$ cat src/rtl/seq_logic_shift_unit.sv
// seq_logic_shift_unit: registered logic unit with iterative one-bit-per-cycle shift/rotate
module seq_logic_shift_unit #(
  parameter int n = 32,
  localparam int SW = $clog2(n)
) (
  input  logic          clk,
  input  logic          rst,
  input  logic          start,
  input  logic [n-1:0]  A,
  input  logic [n-1:0]  B,
  input  logic [2:0]    sel,
  input  logic [SW-1:0] shamt,
  output logic [n-1:0]  OUT,
  output logic          busy,
  output logic          done,
  output logic          zero
);
  typedef enum logic {IDLE, SHIFT} state_t;
  state_t state;
  logic [SW-1:0] count;
  logic [1:0] op;
  logic [n-1:0] lres, ires, step;
  always_comb lres = sel[1] ? (sel[0] ? ~(A | B) : A ^ B) : (sel[0] ? A | B : A & B);
  always_comb ires = sel[2] ? B : lres;
  // SRA refills from the current MSB, which is the latched sign after the first load
  always_comb step = op == 2'b00 ? {OUT[n-2:0], 1'b0} :
                     op == 2'b01 ? {1'b0, OUT[n-1:1]} :
                     op == 2'b10 ? {OUT[n-1], OUT[n-1:1]} : {OUT[0], OUT[n-1:1]};
  always_ff @(posedge clk or posedge rst) begin
    if (rst) begin
      state <= IDLE;
      OUT <= '0;
      busy <= 1'b0;
      done <= 1'b0;
      zero <= 1'b1;
      count <= '0;
      op <= '0;
    end else if (state == IDLE) begin
      done <= 1'b0;
      if (start) begin
        OUT <= ires;
        zero <= ires == '0;
        if (sel[2] && shamt != '0) begin
          count <= shamt;
          op <= sel[1:0];
          state <= SHIFT;
          busy <= 1'b1;
        end else done <= 1'b1;
      end
    end else begin
      OUT <= step;
      zero <= step == '0;
      count <= count - SW'(1);
      if (count == SW'(1)) begin
        state <= IDLE;
        busy <= 1'b0;
        done <= 1'b1;
      end
    end
  end
endmodule
$ cat config.mk
export PLATFORM = sky130hd
export DESIGN_NAME = seq_logic_shift_unit
export DESIGN_NICKNAME = d
export VERILOG_FILES = /design/src/rtl/seq_logic_shift_unit.sv
export SDC_FILE = /design/constraint.sdc
export NUM_CORES = 1
export LEC_CHECK = 0
export CAP_MARGIN = 30
export CORE_AREA = 2 2 120 122
export DETAILED_ROUTE_END_ITERATION = 10
export DIE_AREA = 0 0 122 124
export PLACE_DENSITY = 0.65
export SLEW_MARGIN = 20
export SYNTH_ARGS = -nofsm -noshare
export SYNTH_HDL_FRONTEND = slang
export SYNTH_SLANG_ARGS = --single-unit
$ cat constraint.sdc
create_clock -name clk -period 1.8 [get_ports clk]
set_clock_uncertainty 0.15 [all_clocks]
set_input_delay 0.18 -clock clk [delete_from_list [all_inputs] [get_ports clk]]
set_output_delay 0.18 -clock clk [all_outputs]
set_load 0.02 [all_outputs]
==> Implementation_results.wiki <==
{| class="wikitable"
! Metric !! Value
|-
| VDD IR-drop max || around 0.00066 V
|-
| Final worst path period share || 117%
|-
| Adder-Cell Fraction of Synth Area || 22.6%
|-
| FF-to-FF End || zero
|-
| Share of power burned in combinational logic || ~66%
|-
| Fin Hold WS || ~100 ps
|-
| Main combinational cell family by area after synthesis || adder cells
|-
| Most used DFF post-synth || dfrtp_1
|-
| Worst-case register-to-register setup slack || roughly 20 ps
|-
| Clk buf depth || 2
|-
| Via Count || 6061
|-
| Sw Ratio || a little over two fifths
|-
| Fraction of the mapped netlist area in compound gates || about a fifth
|-
| TritonCTS buffer count || 5
|-
| Die X || ~120 µm
|-
| Cell chosen for the clock root || clkbuf_16
|-
| Post-Route WL || about 19000 µm
|-
| Clock share of power || 12.4%
|-
| Final number of max-transition violations || 0
|-
| Count of input and output buffers || 109
|-
| Post-synthesis to final-layout area growth || 59.0%
|-
| Fin crit period || approximately 2100 ps
|-
| Relative slew margins || between 50 and 60%
|-
| Length of the first detailed-routing pass in iterations || 5
|-
| Net Switching || 3.78 mW
|-
| Number of H-tree branching levels || 2
|-
| Total of endpoints with negative setup slack in the final report || 1
|-
| Filler cells || between 1000 and 1500
|-
| Max-capacitance violation count || 0
|-
| Leakage power total || roughly 4.3 nW
|-
| Simple-gate portion of the synthesized area || a little under a fifth
|-
| Kind of end point of the critical path || register
|-
| Post-placement worst setup slack || -1230 ps
|-
| Post-synthesis mux area share || between 10% and 20%
|-
| Layout cell share with drive strength beyond 1 || between 30% and 40%
|-
| DR DRC count || 0
|-
| Internal power consumption || a little under 5 mW
|-
| Share of the yosys chip area belonging to registers || approximately 20%
|-
| Final cell utilization of the core || approximately 63%
|-
| Overflow left after global routing || 0
|-
| Synth top area cells || ha_1 23%, dfrtp_1 19%, nand2_1 6.2%
|-
| Total nets after synthesis || 862
|-
| Routed met3 length || 990 µm
|-
| Cell count of the worst reg-to-reg path || 7
|-
| Starting Density || ~40%
|-
| Antenna viol nets, final || 0
|-
| Num ports || between 100 and 150
|-
| Startpoint Class || primary input
|-
| Crit Path Class || in2reg
|-
| Wire length of the first global-routing pass || between 20000 and 30000 µm
|-
| Gate Count Post-Synth || approximately 690
|-
| Count of distinct cell types in the synthesized netlist || a little under 60
|-
| Post-synthesis sequential element count || 43
|-
| Crit path arrival time || approximately 2200 ps
|-
| Failing checks || negative setup slack
|-
| Max Clock Freq || approximately 480 MHz
|-
| Vias per inst || around 5.4
|-
| Unrepaired setup endpoints after global routing || true
|-
| Routed metal-1 wire length || slightly above 8000 µm
|-
| Status || complete, but fails checks
|-
| Reg-to-reg startpoint || OUT[3]
|-
| CTS clock-pin slew for the worst setup and hold paths || ~60 ps
|-
| Power share of the sequential group || around a fifth
|-
| Required time of the worst setup path || 1840 ps
|-
| Pin count of the biggest net entering global routing || between 60 and 70
|-
| Highest routed metal layer || met4
|-
| Clock tree from TritonCTS || yes
|-
| Mean routed wirelength per cell || between 15 and 20 µm
|-
| Top-area cell type share of the netlist area || a little under a quarter
|-
| Most area-hungry cell type in the Yosys netlist || ha_1
|-
| Cell area after technology mapping || around 5400 µm²
|-
| Final hold violations || 0
|-
| Initial antenna violation count || 0
|-
| Final estimated routing congestion in global placement || 0.920
|-
| Least-Margin Pin Slew || 713 ps
|-
| Synth Area per Inst || just under 8 µm²
|-
| Number of nets in the layout || roughly 1100
|-
| Std-Cell Core Area || about 14000 µm²
|-
| Vertical extent of the die || ~120 µm
|-
| Number of placement rows || 43
|-
| Vias in the first global route || approximately 6000
|-
| Class of the tightest hold or removal check || in2async
|-
| HPWL reported at the end of detailed placement || between 10000 and 15000 µm
|-
| EDFF count, synth || 0
|-
| Worst-Skew Late Latency || between 200 and 300 ps
|-
| Largest fanout of any net on the critical path || 3
|-
| Clock Sinks || 43
|-
| Total Routing Usage GR || approximately 25%
|-
| ANT cells || 0
|-
| Async set-reset flop share out of synthesis || 100%
|-
| Total die area || 15100 µm²
|-
| Xor and xnor area share after synthesis || 0.323%
|-
| Pwr Density || 1000 nW/µm²
|-
| Routed met2 length || between 9000 and 10000 µm
|-
| Number of DRC markers after the initial detailed-route iteration || 554
|-
| Number of synthesis warnings || 0
|-
| Post-layout worst setup margin || -305 ps
|}
## worst max path at each step
| stage | from | endpoint | slack (ps) | cells after the start |
|---|---|---|---|---|
| 6_report | B[9] | zero | -300 | 8 |
| 5_1_grt | B[9] | zero | -380 | 8 |
| 4_1_cts | B[9] | zero | -320 | 8 |
| 3_5_place_dp | B[9] | zero | -1230 | 8 |
| 3_3_place_gp | B[9] | zero | -1150 | 8 |
| 2_1_floorplan | B[9] | zero | -260 | 7 |
## through the flow
| step | instances | instance area [µm²] | setup TNS [ps] | power (mW) |
|---|---|---|---|---|
| global placement | 1093 | 7940 | -24080 | 7.20 |
| detailed placement | 1093 | 7940 | -25380 | 7.34 |
| global route | 1120 | 8630 | -421 | 9.21 |
| CTS | 1109 | 8390 | -461 | 8.54 |
| floorplan | 689 | 5550 | -263 | 4.64 |
| finish | 1120 | 8630 | -305 | 8.66 |
## Yosys cell counts (all sizes together), types with 10 or more instances
master	n
mux2i	24
a31oi	31
mux2	12
a21oi	28
a211oi	12
nand3	14
nor2	46
buf	11
ha	98
nor4	12
nor2b	16
a22oi	10
dfrtp	42
inv	82
nand2	89
clkbuf	36
o21ai	28
## kinds of logic (layout without fill, tap and decap cells)
logic type / after synthesis / count (layout)
flip-flops: 43 / 43
XOR/XNOR: 2 / 2
AO/OA/AOI/OAI: 155 / 155
adder cells (fa/ha/maj): 98 / 98
AND/OR/NAND/NOR: 217 / 217
buffers and inverters: 130 / 381
multiplexers: 44 / 44
## power groups by stage
| stage | Clock (mW) | Combinational, mW | Sequential (mW) |
|---|---|---|---|
| after detailed placement | 0 | 5.49 | 1.85 |
| after global placement | 0 | 5.38 | 1.83 |
| after CTS | 1.08 | 5.63 | 1.83 |
| after global routing | 1.11 | 6.20 | 1.90 |
| after floorplan | 0 | 2.21 | 2.43 |
| final | 1.07 | 5.74 | 1.84 |
## routing by layer
layer / track usage [%] / up-vias
met5: 0 / -
met4: 8.19 / 0
li1: - / 2899
met3: 2.75 / 46
met2: 43.6 / 184
met1: 31.7 / 2932
## flip-flops by register name, summed over array words and instances, names as in the netlist
name / count
OUT: 32
busy: 1
count: 5
done: 1
op: 2
state: 1
zero: 1
## area by class of cell
type                            count  area [µm²]  area share (%)
Sequential cell                    43        1080            12.5
Timing Repair Buffer              290        2540            29.5
Inverter                           83         348            4.03
Clock buffer                        6         139            1.61
Multi-Input combinational cell    516        4260            49.4
Clock inverter                      2        35.0           0.406
Tap cell                          180         225            2.61
## critical path, cell delays in order
cell and delay [ps]:
buf_12 110, inv_12 50, ha_4 180, mux4_2 460, or4_4 560, o22ai_4 180
nand4_1 130, o41ai_2 290
## timing repair
action	4_1_cts	5_1_grt
hold buffers	0	0
setup endpoints to repair	39	27
setup buffers	8	9
gates cloned	0	2
gates resized for setup	169	67
pin swaps	31	25
## layout by cell type, fill, tap and decap left out, drive strengths merged, types with 4 or more instances in the layout
cell type,n
a211o,5
a211oi,12
a21oi,28
a22oi,10
a311oi,8
a31oi,31
and2,8
and3,4
buf,192
clkbuf,13
clkdlybuf4s15,9
clkdlybuf4s50,37
dfrtp,42
dlygate4sd2,26
dlymetal6s2s,19
ha,98
inv,82
mux2,12
mux2i,24
mux4,8
nand2,89
nand3,14
nand4,5
nor2,46
nor2b,16
nor3,8
nor4,12
o211ai,5
o21a,6
o21ai,28
o32ai,5
or3,4
Note: power is estimated with default switching activity, not from simulation.
